**src/rtl/nrs_ls_averager.sv**
```systemverilog
// nrs_ls_averager: coherent N-product averager for LS channel estimates with rounding, saturation and valid/ready handshakes
module nrs_ls_averager #(
    parameter int WIDTH_R_I  = 16,
    parameter int LOG2_N     = 3,
    parameter int FRAC_SHIFT = 15,
    parameter int OUT_W      = 16
)(
    input  logic                   clk,
    input  logic                   rst_n,
    input  logic                   flush,
    input  logic                   in_valid,
    output logic                   in_ready,
    input  logic [4*WIDTH_R_I-1:0] prod_in,
    output logic                   est_valid,
    input  logic                   est_ready,
    output logic [2*OUT_W-1:0]     est_out,
    output logic                   sat_flag,
    output logic                   busy
);
    localparam int PW = 2*WIDTH_R_I;
    localparam int AW = PW + LOG2_N + 1;
    localparam int CW = LOG2_N + 1;
    localparam int S  = LOG2_N + FRAC_SHIFT;
    localparam int RW = AW + 1;
    localparam logic [CW-1:0]        N_CNT = CW'(2**LOG2_N);
    localparam logic signed [RW-1:0] ONE   = 1;
    localparam logic signed [RW-1:0] HALF  = ONE <<< (S-1);
    localparam logic signed [RW-1:0] MAXV  = (ONE <<< (OUT_W-1)) - ONE;
    localparam logic signed [RW-1:0] MINV  = -(ONE <<< (OUT_W-1));

    typedef enum logic [1:0] {IDLE, ACC, SCALE, HOLD} state_t;

    state_t                 state, state_nxt;
    logic signed [AW-1:0]   acc_re, acc_im;
    logic [CW-1:0]          count, cnt_nxt;
    logic signed [PW-1:0]   p_re, p_im;
    logic signed [RW-1:0]   r_re, r_im;
    logic [OUT_W-1:0]       q_re, q_im;
    logic                   accept, last, sat_re, sat_im;

    assign p_re     = prod_in[2*PW-1:PW];
    assign p_im     = prod_in[PW-1:0];
    assign in_ready = state == IDLE || state == ACC;
    assign busy     = state != IDLE;
    // a flushed cycle never consumes the product presented with it
    assign accept   = in_valid & in_ready & ~flush;
    assign cnt_nxt  = state == IDLE ? CW'(1) : count + CW'(1);
    assign last     = cnt_nxt == N_CNT;

    // round half up then arithmetic shift; one extra bit keeps the bias add from overflowing
    assign r_re   = ($signed({acc_re[AW-1], acc_re}) + HALF) >>> S;
    assign r_im   = ($signed({acc_im[AW-1], acc_im}) + HALF) >>> S;
    assign sat_re = r_re > MAXV || r_re < MINV;
    assign sat_im = r_im > MAXV || r_im < MINV;
    assign q_re   = r_re > MAXV ? MAXV[OUT_W-1:0] : r_re < MINV ? MINV[OUT_W-1:0] : r_re[OUT_W-1:0];
    assign q_im   = r_im > MAXV ? MAXV[OUT_W-1:0] : r_im < MINV ? MINV[OUT_W-1:0] : r_im[OUT_W-1:0];

    // state register
    always_ff @(posedge clk or negedge rst_n) begin
        if (!rst_n) state <= IDLE;
        else        state <= state_nxt;
    end

    // next state: flush aborts everything except a pending estimate in HOLD
    always_comb begin
        state_nxt = state;
        if (flush && state != HOLD) state_nxt = IDLE;
        else begin
            case (state)
                IDLE:    state_nxt = accept ? (last ? SCALE : ACC) : IDLE;
                ACC:     state_nxt = accept && last ? SCALE : ACC;
                SCALE:   state_nxt = HOLD;
                default: state_nxt = est_ready ? IDLE : HOLD;
            endcase
        end
    end

    // accumulators, product counter and registered estimate
    always_ff @(posedge clk or negedge rst_n) begin
        if (!rst_n) begin
            acc_re    <= '0;
            acc_im    <= '0;
            count     <= '0;
            est_out   <= '0;
            est_valid <= 1'b0;
            sat_flag  <= 1'b0;
        end else begin
            if (flush) begin
                acc_re <= '0;
                acc_im <= '0;
                count  <= '0;
            end else if (accept) begin
                acc_re <= (state == IDLE ? '0 : acc_re) + AW'(p_re);
                acc_im <= (state == IDLE ? '0 : acc_im) + AW'(p_im);
                count  <= cnt_nxt;
            end
            if (state == SCALE && !flush) begin
                est_out   <= {q_re, q_im};
                est_valid <= 1'b1;
                sat_flag  <= sat_re | sat_im;
            end
            if (state == HOLD && est_ready) begin
                est_valid <= 1'b0;
                acc_re    <= '0;
                acc_im    <= '0;
                count     <= '0;
            end
        end
    end
endmodule

```
**config.mk**
```make
export PLATFORM = sky130hd
export DESIGN_NAME = nrs_ls_averager
export DESIGN_NICKNAME = d
export VERILOG_FILES = /design/src/rtl/nrs_ls_averager.sv
export SDC_FILE = /design/constraint.sdc
export NUM_CORES = 1
export LEC_CHECK = 0
export ABC_AREA = 0
export ABC_CLOCK_PERIOD_IN_PS = 5550
export BUFFER_PORTS_ARGS = -buffer_cell sky130_fd_sc_hd__buf_2
export CORE_UTILIZATION = 40
export DETAILED_ROUTE_END_ITERATION = 12
export PLACE_DENSITY = 0.63
export SLEW_MARGIN = 20
export SYNTH_ARGS = -nofsm -noshare
export SYNTH_HDL_FRONTEND = slang
export SYNTH_SLANG_ARGS = --single-unit
```
**constraint.sdc**
```tcl
create_clock -name clk -period 5.55 [get_ports clk]
set_input_delay 1.665 -clock clk [delete_from_list [all_inputs] [get_ports clk]]
set_output_delay 1.665 -clock clk [all_outputs]
set_load 0.1 [all_outputs]
```
==> results by group, run 1 <==
Setup path
  • Delay-heaviest family, CP: compound AO/OA/AOI/OAI gates
  • Reg2reg end: acc_im[34]
  • CP Data Required Time: 5.78 ns
  • Crit-path max FO: 4
  • Buffers & Inverters on Critical Path: 1
  • R2R depth: 16
  • Worst path cell trace: buf_2, ha_1, fa_1, a21o_1, a221oi_2, o211a_1, o311ai_1, a31oi_1, nor3_1, a31oi_1, xor2_1, o21ai_1
  • Crit. path cell count: 12
  • Critical Path Source: prod_in[0]
  • Crit-path slowest cell: fa_1
  • Crit path DAT: roughly 4.3 ns
  • Crit Path Class: in2reg
  • CP Capture Point: acc_im[34]
  • Critical path's most frequent cell: a31oi_1
  • RR Startpoint: state[1]
  • Worst stage delay on the critical path: approximately 0.42 ns
  • CP Launch Type: primary input
  • R2r setup slk: approximately 1.6 ns
  • Crit. End Element: flip-flop

Placement
  • GP Congestion: 0.859
  • Final HPWL DP: 17300 microns
  • PortBufs: between 100 and 150

CTS
  • Clock Tree Root: clkbuf_16
  • Post-CTS Setup Bufs: 0
  • Post-CTS sizing: 0
  • TritonCTS clock tree: built
  • Worst-path clk slew: 0.08 ns
  • Clock Path Buffers: 2
  • Htree depth: 3
  • CTS buffer count: 9
  • Clk sinks: approximately 110
  • # hold bufs at CTS: 0
  • Clock Latency Late Sink: around 0.36 ns

Timing
  • Hold WS: roughly 0.47 ns
  • Final Setup Violations: 0
  • Max-slew violation count: 0
  • Hold Vio Cnt, Final: 0
  • Period utilization: between 70% and 80%
  • Total negative slack: 0 ns
  • Worst clock skew: 0.00977 ns
  • Worst Tran Pin Value: between 1 and 1.5 ns
  • Tmin final: just over 4 ns
  • Fmax: about 250 MHz
  • RSZ-0062 raised after global routing: false
  • Worst slew margin: 29.6%

Pwr
  • Leakage: about 4.8 nW
  • Sw Share: between 30% and 40%
  • P per Cell Area: ~210 nW/um^2
  • Clk network pwr share: about 34%
  • Peak supply drop: between 100 and 150 uV
  • Net switching power: approximately 0.7 mW
  • Combinational share of power: a little under a quarter
  • Sequential power share: 42.8%
  • Int Power: around 1.4 mW

Global routing
  • Largest net degree at the start of global routing: 50
  • Met3 Usage GRT: around 2.8%
  • Vias in the first global route: around 7700
  • Global-route track usage on met2: around 34%
  • Antenna violations before repair: 1
  • GRT overflow: 0
  • GR Util met1: between 20% and 30%
  • GRT Overall Usage: 20.3%
  • Gr busiest metal: met2
  • First-pass GRT wire length: between 30000 and 40000 microns

Routing
  • Routed len/inst: 15.7 microns
  • Routed WL: 23100 microns
  • Via density: between 5 and 6
  • DR pass1 iterations: 4
  • Via count: ~8000
  • Detail Route Antenna Nets: 0
  • Iter 0 DRT Violations: 344
  • DRC Markers: 0

Synthesis
  • Syn avg cell area: around 8.3 sq um
  • EDFF count, synth: 0
  • Async SR Flop Fraction: 100%
  • Netlist cell types: between 60 and 70
  • Yosys warnings: 0
  • Syn nets: ~1200
  • Number of synthesized register bits: roughly 110
  • Synth Cell Area: ~9000 sq um
  • Cells after synthesis: about 1100
  • Post-synthesis sequential area ratio: 30.7%
  • Top_reg_cell synth: dfrtp_1

Finish
  • Layout area overhead: 11.9%
  • Nets: about 1300
  • Commonest non-fill, non-tap cell in the layout: nand2_1
  • Sequential cell area: ~2800 sq um
  • Most frequent cells in the layout: nand2_1 (144), dfrtp_1 (112), buf_2 (103), a21oi_1 (88), o21ai_0 (78)
  • Multi-input logic area: roughly 6100 sq um
  • Fillcell total: 2226
  • Layout cells sized above 1: about an eighth

Worst hold path
  • Hold Crit Class: reg2reg
  • Hold_sp: acc_re[13]

Floorplan
  • IO Pins: approximately 110
  • Starting Density: between 40% and 50%
  • Die Ht: around 150 microns
  • Die area: between 20000 and 25000 sq um
  • Die X: around 150 microns
  • # rows: between 50 and 60
  • Core Region: 22100 sq um

Job
  • Max-cap viol count: 0

Run status
  • Status: completed
[worst min-delay path, cell delays in order, from the launching register on]
cell and delay (ns):
dfrtp_1 0.34, nand2_1 0.04, o21ai_0 0.06
[cell families (layout without fill, tap and decap cells)]
family                     after synthesis  in the layout  share of synthesized area (%)
AOI/OAI and AO/OA                      372            372                           26.1
xor gates and xnor gates                92             92                           8.82
adders and majority gates               75             75                           10.4
buffers and inverters                   69            149                           3.00
DFF                                    112            112                           30.7
muxes                                    1              1                          0.110
other                                    0              1                              0
and+or+nand+nor                        384            384                           20.9
[cell usage after synthesis, types with 2 or more instances]
master,number,area (sq um)
fa_1,2,40.0
clkbuf_1,40,150
buf_2,8,40.0
o21bai_1,13,97.6
o21ai_0,78,390
a211oi_1,9,67.6
and3_1,19,119
dfrtp_1,112,2800
a32o_1,3,30.0
a41oi_1,2,17.5
a22o_1,10,87.6
nand2b_1,10,62.6
a21o_1,32,240
nor3_2,2,20.0
nor3b_1,2,15.0
a21boi_0,2,15.0
nor4_1,4,25.0
nor3_1,17,85.1
nand2_1,144,541
a21oi_2,2,17.5
a31oi_1,14,87.6
o31ai_1,4,30.0
o21ai_1,43,215
a21oi_1,88,440
ha_1,73,913
o211ai_1,21,158
xnor2_1,49,429
and2_1,73,457
or3_1,3,18.8
o311ai_1,2,17.5
a31o_2,2,17.5
xor2_1,43,377
inv_1,17,63.8
o21a_1,18,135
a211o_1,9,78.8
o311a_1,2,20.0
nor2_1,48,180
nand3b_1,5,37.5
o211a_1,2,20.0
nor2b_1,7,43.8
and4_1,2,17.5
nand4_1,10,62.6
nand3_1,33,165
[area by class of cell]
type | instances | share of cell area [%]
Multi-Input combinational cell | 924 | 59.4
Sequential cell | 112 | 27.4
Timing Repair Buffer | 115 | 5.92
Tap cell | 280 | 3.43
Clock buffer | 10 | 2.24
Clock inverter | 6 | 0.893
Inverter | 18 | 0.661
Antenna cell | 1 | 0.0245
[worst min-delay path by stage]
stage	endpoint	slack (ns)	cells after the start
floorplan	acc_im[10]	0.44	2
CTS	acc_re[13]	0.48	2
finish	acc_re[13]	0.47	2
global route	acc_im[8]	0.49	2
detailed placement	acc_re[13]	0.46	2
global placement	acc_im[13]	0.45	2
[per-stage QoR]
| stage | std cells | area [sq um] | worst slack, ns | utilization (%) | power [mW] |
|---|---|---|---|---|---|
| after floorplan | 1105 | 9130 | 1.59 | - | 1.28 |
| after global placement | 1449 | 9900 | 1.21 | 44.8 | 1.42 |
| after detailed placement | 1449 | 9900 | 1.15 | 44.8 | 1.42 |
| after CTS | 1465 | 10200 | 1.51 | 46.3 | 2.16 |
| after global routing | 1465 | 10200 | 1.27 | 46.3 | 2.25 |
| final | 1466 | 10200 | 1.48 | 46.3 | 2.13 |
[metal layers]
metal  share of wire (%)  vias up  wire length (microns)
met2                  46      137                  10600
met4                0.76        0                    175
met3                 3.7       14                    845
met5                   0        -                      0
met1                  49     3720                  11400
li1                    -     4136                      -
[registers in the layout, summed over array words and instances (netlist names)]
| name | flops |
|---|---|
| count | 4 |
| acc_re | 36 |
| state | 2 |
| acc_im | 36 |
| est_out | 32 |
| sat_flag | 1 |
| est_valid | 1 |
[power by group through the flow]
stage | clock [mW] | sequential, mW | combinational [mW]
final | 0.726 | 0.911 | 0.492
after global routing | 0.781 | 0.918 | 0.546
after CTS | 0.750 | 0.911 | 0.497
after detailed placement | 0 | 0.927 | 0.495
after global placement | 0 | 0.925 | 0.493
after floorplan | 0 | 0.999 | 0.281
No activity file was read; power rests on OpenSTA's default activity.
==> inputs of run 2 (changes only) <==
ABC_AREA = 1   (was 0)
ABC_CLOCK_PERIOD_IN_PS = 3700   (was 5550)
PLACE_DENSITY = 0.65   (was 0.63)
clock period = 3.7 ns   (was 5.55 ns; I/O delays follow)
==> results by group, run 2 <==
Synthesis
  • Count leader, synth: nand2_1
  • Cells taking the most area after synthesis: dfrtp_1 (27%), nand2_1 (17%), ha_1 (8.7%)
  • Cells after synthesis: 1666 (+51%)
  • Simple-gate share of the synthesized area: 36.4% (+16 points)
  • EDFF count, synth: 0 (unchanged)
  • Number of synthesized register bits: 112 (unchanged)
  • Top_reg_cell synth: dfrtp_1
  • Yosys warnings: 0 (unchanged)
  • Syn avg cell area: 6.27 sq um (-24%)
  • Most frequent cells after synthesis: nand2_1 (485), nor2_1 (239), inv_1 (196)
  • Cell taking the most area after synthesis: dfrtp_1
  • Mux share of post-synthesis cell area: 0% (-0.11 points)
  • Async SR Flop Fraction: 100% (unchanged)
  • Synth Area in XOR/XNOR: 1.68% (-7.1 points)
  • Netlist cell types: 41 (-41%)
  • Post-synthesis sequential area ratio: 26.8% (-3.9 points)
  • Synth Area in Adders: 9.12% (-1.3 points)
  • Synth Cell Area: 10400 sq um (+14%)
  • Share of Yosys cell area claimed by the top area cell type: 26.8% (-3.9 points)
  • Compound-cell area share of the yosys netlist: 17.4% (-8.7 points)
  • Combinational family with the most area after synthesis: simple AND/OR/NAND/NOR gates
  • Syn nets: 1810 (+45%)

Pwr
  • P per Cell Area: 272 nW/um^2 (+31%)
  • Leakage: 6.00 nW (+26%)
  • Net switching power: 1.16 mW (+65%)
  • Peak supply drop: 196 uV (+62%)
  • Sequential power share: 42.7% (about the same)
  • Combinational share of power: 25.2% (+2.1 points)
  • Sw Share: 36.6% (+3.6 points)
  • Int Power: 2.01 mW (+41%)
  • Total Power: 3.17 mW (+49%)
  • Clk network pwr share: 32.1% (-2.0 points)

Floorplan
  • Die area: 26800 sq um (+14%)
  • Core Region: 25400 sq um (+15%)
  • # rows: 58 (+7.4%)
  • Die Ht: 164 microns (+6.9%)
  • Starting Density: 41.1% (-0.20 points)
  • IO Pins: 105 (unchanged)
  • Die X: 164 microns (+6.9%)

Finish
  • Ant. Diodes: 0 (-1)
  • Commonest non-fill, non-tap cell in the layout: nand2_1
  • Layout cells sized above 1: 10.6% (-2.4 points)
  • Nets: 1905 (+44%)
  • Final Instance Count excl. Fillers: 2096 (+43%)
  • Final Util: 45.9% (-0.41 points)
  • Layout area overhead: 11.5%
  • Most frequent cells in the layout: nand2_1 (485), nor2_1 (238), inv_1 (196), o21ai_0 (132), a21oi_1 (118)
  • Regs by FF count: acc_im: 36 flops, acc_re: 36 flops, est_out: 32 flops
  • Fin area: 11600 sq um (+14%)

CTS
  • Clock Path Buffers: 2 (unchanged)
  • Clock Latency Late Sink: 0.37 ns (about the same)
  • # hold bufs at CTS: 0 (unchanged)
  • Post-CTS sizing: 0 (unchanged)
  • Clk sinks: 112 (unchanged)
  • Worst-path clk slew: 0.09 ns (about the same)
  • TritonCTS clock tree: built
  • Post-CTS Setup Bufs: 0 (unchanged)
  • Htree depth: 3 (unchanged)
  • CTS buffer count: 9 (unchanged)
  • Clock Tree Root: clkbuf_16

Routing
  • DR pass1 iterations: 6 (+2)
  • Via density: 5.18 (-5.1%)
  • Detail Route Antenna Nets: 0 (unchanged)
  • Via count: 10867 (+36%)
  • Iter 0 DRT Violations: 753 (+120%)
  • DRC Markers: 0 (unchanged)
  • Routed len/inst: 15.8 microns (+0.58%)
  • Routed WL: 33200 microns (+44%)

Global routing
  • GRT Overall Usage: 25.5% (+5.2 points)
  • Vias in the first global route: 10294 (+33%)
  • Antenna violations before repair: 0 (-1)
  • Largest net degree at the start of global routing: 66 (+32%)
  • GRT overflow: 0 (unchanged)
  • First-pass GRT wire length: 53800 microns (+38%)

Timing
  • Worst clock skew: 0.0156 ns (+0.00585 ns)
  • Final Setup Violations: 0 (unchanged)
  • Hold WS: 0.478 ns (+0.00582 ns)
  • Fmax: roughly 340 MHz
  • Period utilization: about four fifths
  • Worst Tran Pin Value: 0.926 ns (-0.127 ns)
  • Worst slew margin: 38.2% (+8.6 points)
  • Total negative slack: 0 ns (unchanged)
  • Max-slew violation count: 0 (unchanged)
  • RSZ-0062 raised after global routing: false
  • Tmin final: 2.95 ns
  • Hold Vio Cnt, Final: 0 (unchanged)
  • Worst setup margin: 0.746 ns (-0.729 ns)

Placement
  • Dpl ws: 0.591 ns (-0.556 ns)
  • GP Congestion: 0.926 (+7.8%)
  • Final HPWL DP: 26400 microns (+53%)
  • PortBufs: 104 (unchanged)
  • DP Area: 11400 sq um (+15%)
  • Placed Cells: 2080 (+44%)

Setup path
  • CP Launch Type: flip-flop
  • Crit. End Element: output pin
  • Crit-path max FO: 52 (+48)
  • Critical Path Source: state[1]
  • Crit Path Class: reg2out
  • CP Data Required Time: 2.59 ns (-3.19 ns)
  • Crit path DAT: 1.84 ns (-2.47 ns)
  • RR Startpoint: state[1]

Job
  • Max-cap viol count: 0 (unchanged)

Run status
  • Status: completed

Worst hold path
  • Hold_sp: est_out[7]
  • Hold Crit Class: reg2reg
-- run 2: cell count changes after synthesis, moves of 18 or more --
cell,change
o21ai_0,+54
a21oi_1,+30
a21o_1,-22
xor2_1,-27
nand3_1,+65
nor2_1,+191
and3_1,-19
inv_1,+179
o21ai_1,-42
xnor2_1,-45
or2_2,+18
and2_1,-69
nand2_1,+341
-- run 2: cells by family (layout without fill, tap and decap cells) --
kind of cell	count (synthesis)	after routing
flip-flops	112	112
buffers and inverters	229	329
AND/OR/NAND/NOR	910	910
XOR/XNOR	20	20
AO/OA/AOI/OAI	320	320
adder cells (fa/ha/maj)	75	75
-- run 2: layout make-up --
| cell class | instances | area [sq um] |
|---|---|---|
| Multi-Input combinational cell | 1325 | 6760 |
| Timing Repair Buffer | 115 | 643 |
| Sequential cell | 112 | 2800 |
| Clock buffer | 10 | 229 |
| Clock inverter | 6 | 57.6 |
| Inverter | 198 | 743 |
| Fill cell | 2789 | 13700 |
| Tap cell | 330 | 413 |
-- run 2: critical path, stage by stage (launching register included) --
cell and delay, ns:
dfrtp_1 0.48, nor2_4 0.08, buf_12 0.19, inv_1 0.23
buf_2 0.48
-- run 2: final timing paths --
check | endpoint | slack, ns | depth (start not counted)
min in group asynchronous | acc_re[11] | 0.85 | 1
max | busy | 0.75 | 4
min | est_out[7] | 0.48 | 2
max reg2reg | acc_im[24] | 0.78 | 15
min reg2reg | est_out[7] | 0.48 | 2
max in group asynchronous | est_out[0] | 2.13 | 2
-- run 2: power groups by stage --
stage               combinational [mW]  sequential, mW  clock, mW
floorplan                        0.481            1.43          0
global placement                 0.787            1.38          0
detailed placement               0.793            1.38          0
CTS                              0.798            1.35       1.05
global route                     0.892            1.36       1.09
finish                           0.797            1.35       1.02
-- run 2: metal layers --
metal	track usage (%)	routed length, microns	vias to the layer above
met2	40.5	14700	280
met3	3.02	1730	34
met1	36.4	16200	4935
met4	6.31	525	0
li1	-	-	5618
met5	0	0	-
==> inputs of run 3 (changes only) <==
ABC_CLOCK_PERIOD_IN_PS = 2700   (was 3700)
clock period = 2.7 ns   (was 3.7 ns; I/O delays follow)
==> results by group, run 3 (same netlist as run 2, synthesis figures left out) <==
Floorplan
  • Die Ht: 164 microns (unchanged)
  • Die area: 26800 sq um (unchanged)
  • Starting Density: 41.1% (unchanged)
  • # rows: 58 (unchanged)
  • Die X: 164 microns (unchanged)
  • Core Region: 25400 sq um (unchanged)
  • IO Pins: 105 (unchanged)

Pwr
  • Total Power: 4.62 mW (+46%)
  • Peak supply drop: 373 uV (+91%)
  • P per Cell Area: 370 nW/um^2 (+36%)
  • Leakage: 6.35 nW (+5.8%)

CTS
  • Clock Latency Late Sink: 0.36 ns (about the same)
  • Clock Tree Root: clkbuf_16
  • Worst-path clk slew: 0.08 ns (about the same)
  • CTS buffer count: 9 (unchanged)
  • Clock Path Buffers: 2 (unchanged)
  • Clk sinks: 112 (unchanged)
  • Htree depth: 3 (unchanged)
  • TritonCTS clock tree: built
  • # hold bufs at CTS: 0 (unchanged)

Timing
  • Fmax: approximately 380 MHz
  • Period utilization: a little over nine tenths
  • Tmin final: between 2 and 3 ns
  • Max-slew violation count: 0 (unchanged)
  • Worst clock skew: 0.00729 ns (-0.00833 ns)
  • RSZ-0062 raised after global routing: true
  • Worst slew margin: 63.4% (+25 points)
  • Total negative slack: 0 ns (unchanged)
  • Final Setup Violations: 0 (unchanged)
  • Worst setup margin: 0.0525 ns (-0.694 ns)
  • Worst Tran Pin Value: 0.544 ns (-0.382 ns)
  • Hold WS: 0.393 ns (-0.0850 ns)
  • Hold Vio Cnt, Final: 0 (unchanged)

Global routing
  • Vias in the first global route: 10504 (+2.0%)
  • First-pass GRT wire length: 55000 microns (+2.1%)
  • GRT overflow: 0 (unchanged)
  • Largest net degree at the start of global routing: 45 (-32%)
  • GRT Overall Usage: 26.2% (+0.67 points)
  • Antenna violations before repair: 0 (unchanged)

Routing
  • DR pass1 iterations: 5 (-1)
  • Routed WL: 34200 microns (+3.3%)
  • Via density: 5.23 (+0.83%)
  • Detail Route Antenna Nets: 0 (unchanged)
  • Iter 0 DRT Violations: 884 (+17%)
  • DRC Markers: 0 (unchanged)
  • Via count: 11240 (+3.4%)
  • Routed len/inst: 15.9 microns (+0.70%)

Worst hold path
  • Hold Crit Class: in2async

Finish
  • Final Instance Count excl. Fillers: 2150 (+2.6%)
  • Ant. Diodes: 0 (unchanged)
  • Fin area: 12500 sq um (+7.2%)
  • Commonest non-fill, non-tap cell in the layout: nand2_1
  • Regs by FF count: acc_im: 36 flops, acc_re: 36 flops, est_out: 32 flops
  • Most frequent cells in the layout: nand2_1 (469), nor2_1 (217), inv_1 (195), dfrtp_1 (112), o21ai_0 (110)
  • Layout area overhead: 19.5%
  • Nets: 1960 (+2.9%)
  • Layout cells sized above 1: 18.0% (+7.4 points)
  • Final Util: 49.2% (+3.3 points)

Setup path
  • Crit. path cell count: 13 (+9)
  • CP Launch Type: flip-flop
  • Crit-path slowest cell: dfrtp_1
  • CP Data Required Time: 3.01 ns (+0.42 ns)
  • Worst stage delay on the critical path: 0.41 ns (-0.07 ns)
  • Delay-heaviest family, CP: compound AO/OA/AOI/OAI gates
  • Critical path's most frequent cell: nand2_1
  • Crit path DAT: 2.95 ns (+1.11 ns)
  • Crit Path Class: reg2reg
  • Worst path cell trace: nor2_4, buf_12, buf_16, nor2_1, ha_1, a21oi_1, o21ai_0, a21oi_1, o21a_1, nand2_1, nand2_1, nand3_1, nand2_1
  • R2R depth: 13 (-2)
  • Crit-path max FO: 31 (-40%)
  • Buffers & Inverters on Critical Path: 2 (-1)
  • Crit. End Element: flip-flop

Placement
  • Dpl ws: -0.0463 ns (-0.637 ns)
  • Final HPWL DP: 27000 microns (+2.0%)
  • PortBufs: 104 (unchanged)
  • DP Area: 11800 sq um (+3.5%)
  • Placed Cells: 2129 (+2.4%)
  • GP Congestion: 0.961 (+3.8%)

Job
  • Max-cap viol count: 0 (unchanged)

Run status
  • Status: completed
==> run 3: area by class of cell <==
cell class | instances | area, sq um
clock buffer | 9 | 225
clock inverter | 6 | 104
fill | 2715 | 12900
inverter | 198 | 743
multi-input combinational | 1325 | 7070
sequential | 112 | 2800
tap | 330 | 413
timing repair buffer | 170 | 1120
==> run 3: power by group <==
| part | internal, mW | total (mW) | switching (mW) |
|---|---|---|---|
| clock | 0.829 | 1.54 | 0.715 |
| sequential | 1.77 | 1.84 | 0.0783 |
| combinational | 0.413 | 1.24 | 0.822 |
==> run 3: final timing paths <==
| kind | endpoint | slack [ns] | start |
|---|---|---|---|
| max | acc_im[28] | 0.05 | state[0] |
| min | acc_re[7] | 0.39 | rst_n |
| max reg2reg | acc_im[28] | 0.05 | state[0] |
| min reg2reg | est_out[9] | 0.48 | est_out[9] |
| max in group asynchronous | acc_re[33] | 1.69 | rst_n |
| min in group clk | est_out[9] | 0.48 | est_out[9] |
==> run 3: timing repair <==
item	4_1_cts	5_1_grt
resized for setup	1	111
pin swaps	0	15
setup buffers	0	5
cloned	0	1
setup endpoints to repair	1	44
==> run 3: per-layer routing <==
metal | share of wire [%] | routed length (microns) | track usage, %
met4 | 2.5 | 862 | 7.66
met2 | 44 | 15200 | 41.7
met1 | 49 | 16700 | 37.3
met5 | 0 | 0 | 0
met3 | 4.3 | 1470 | 2.49
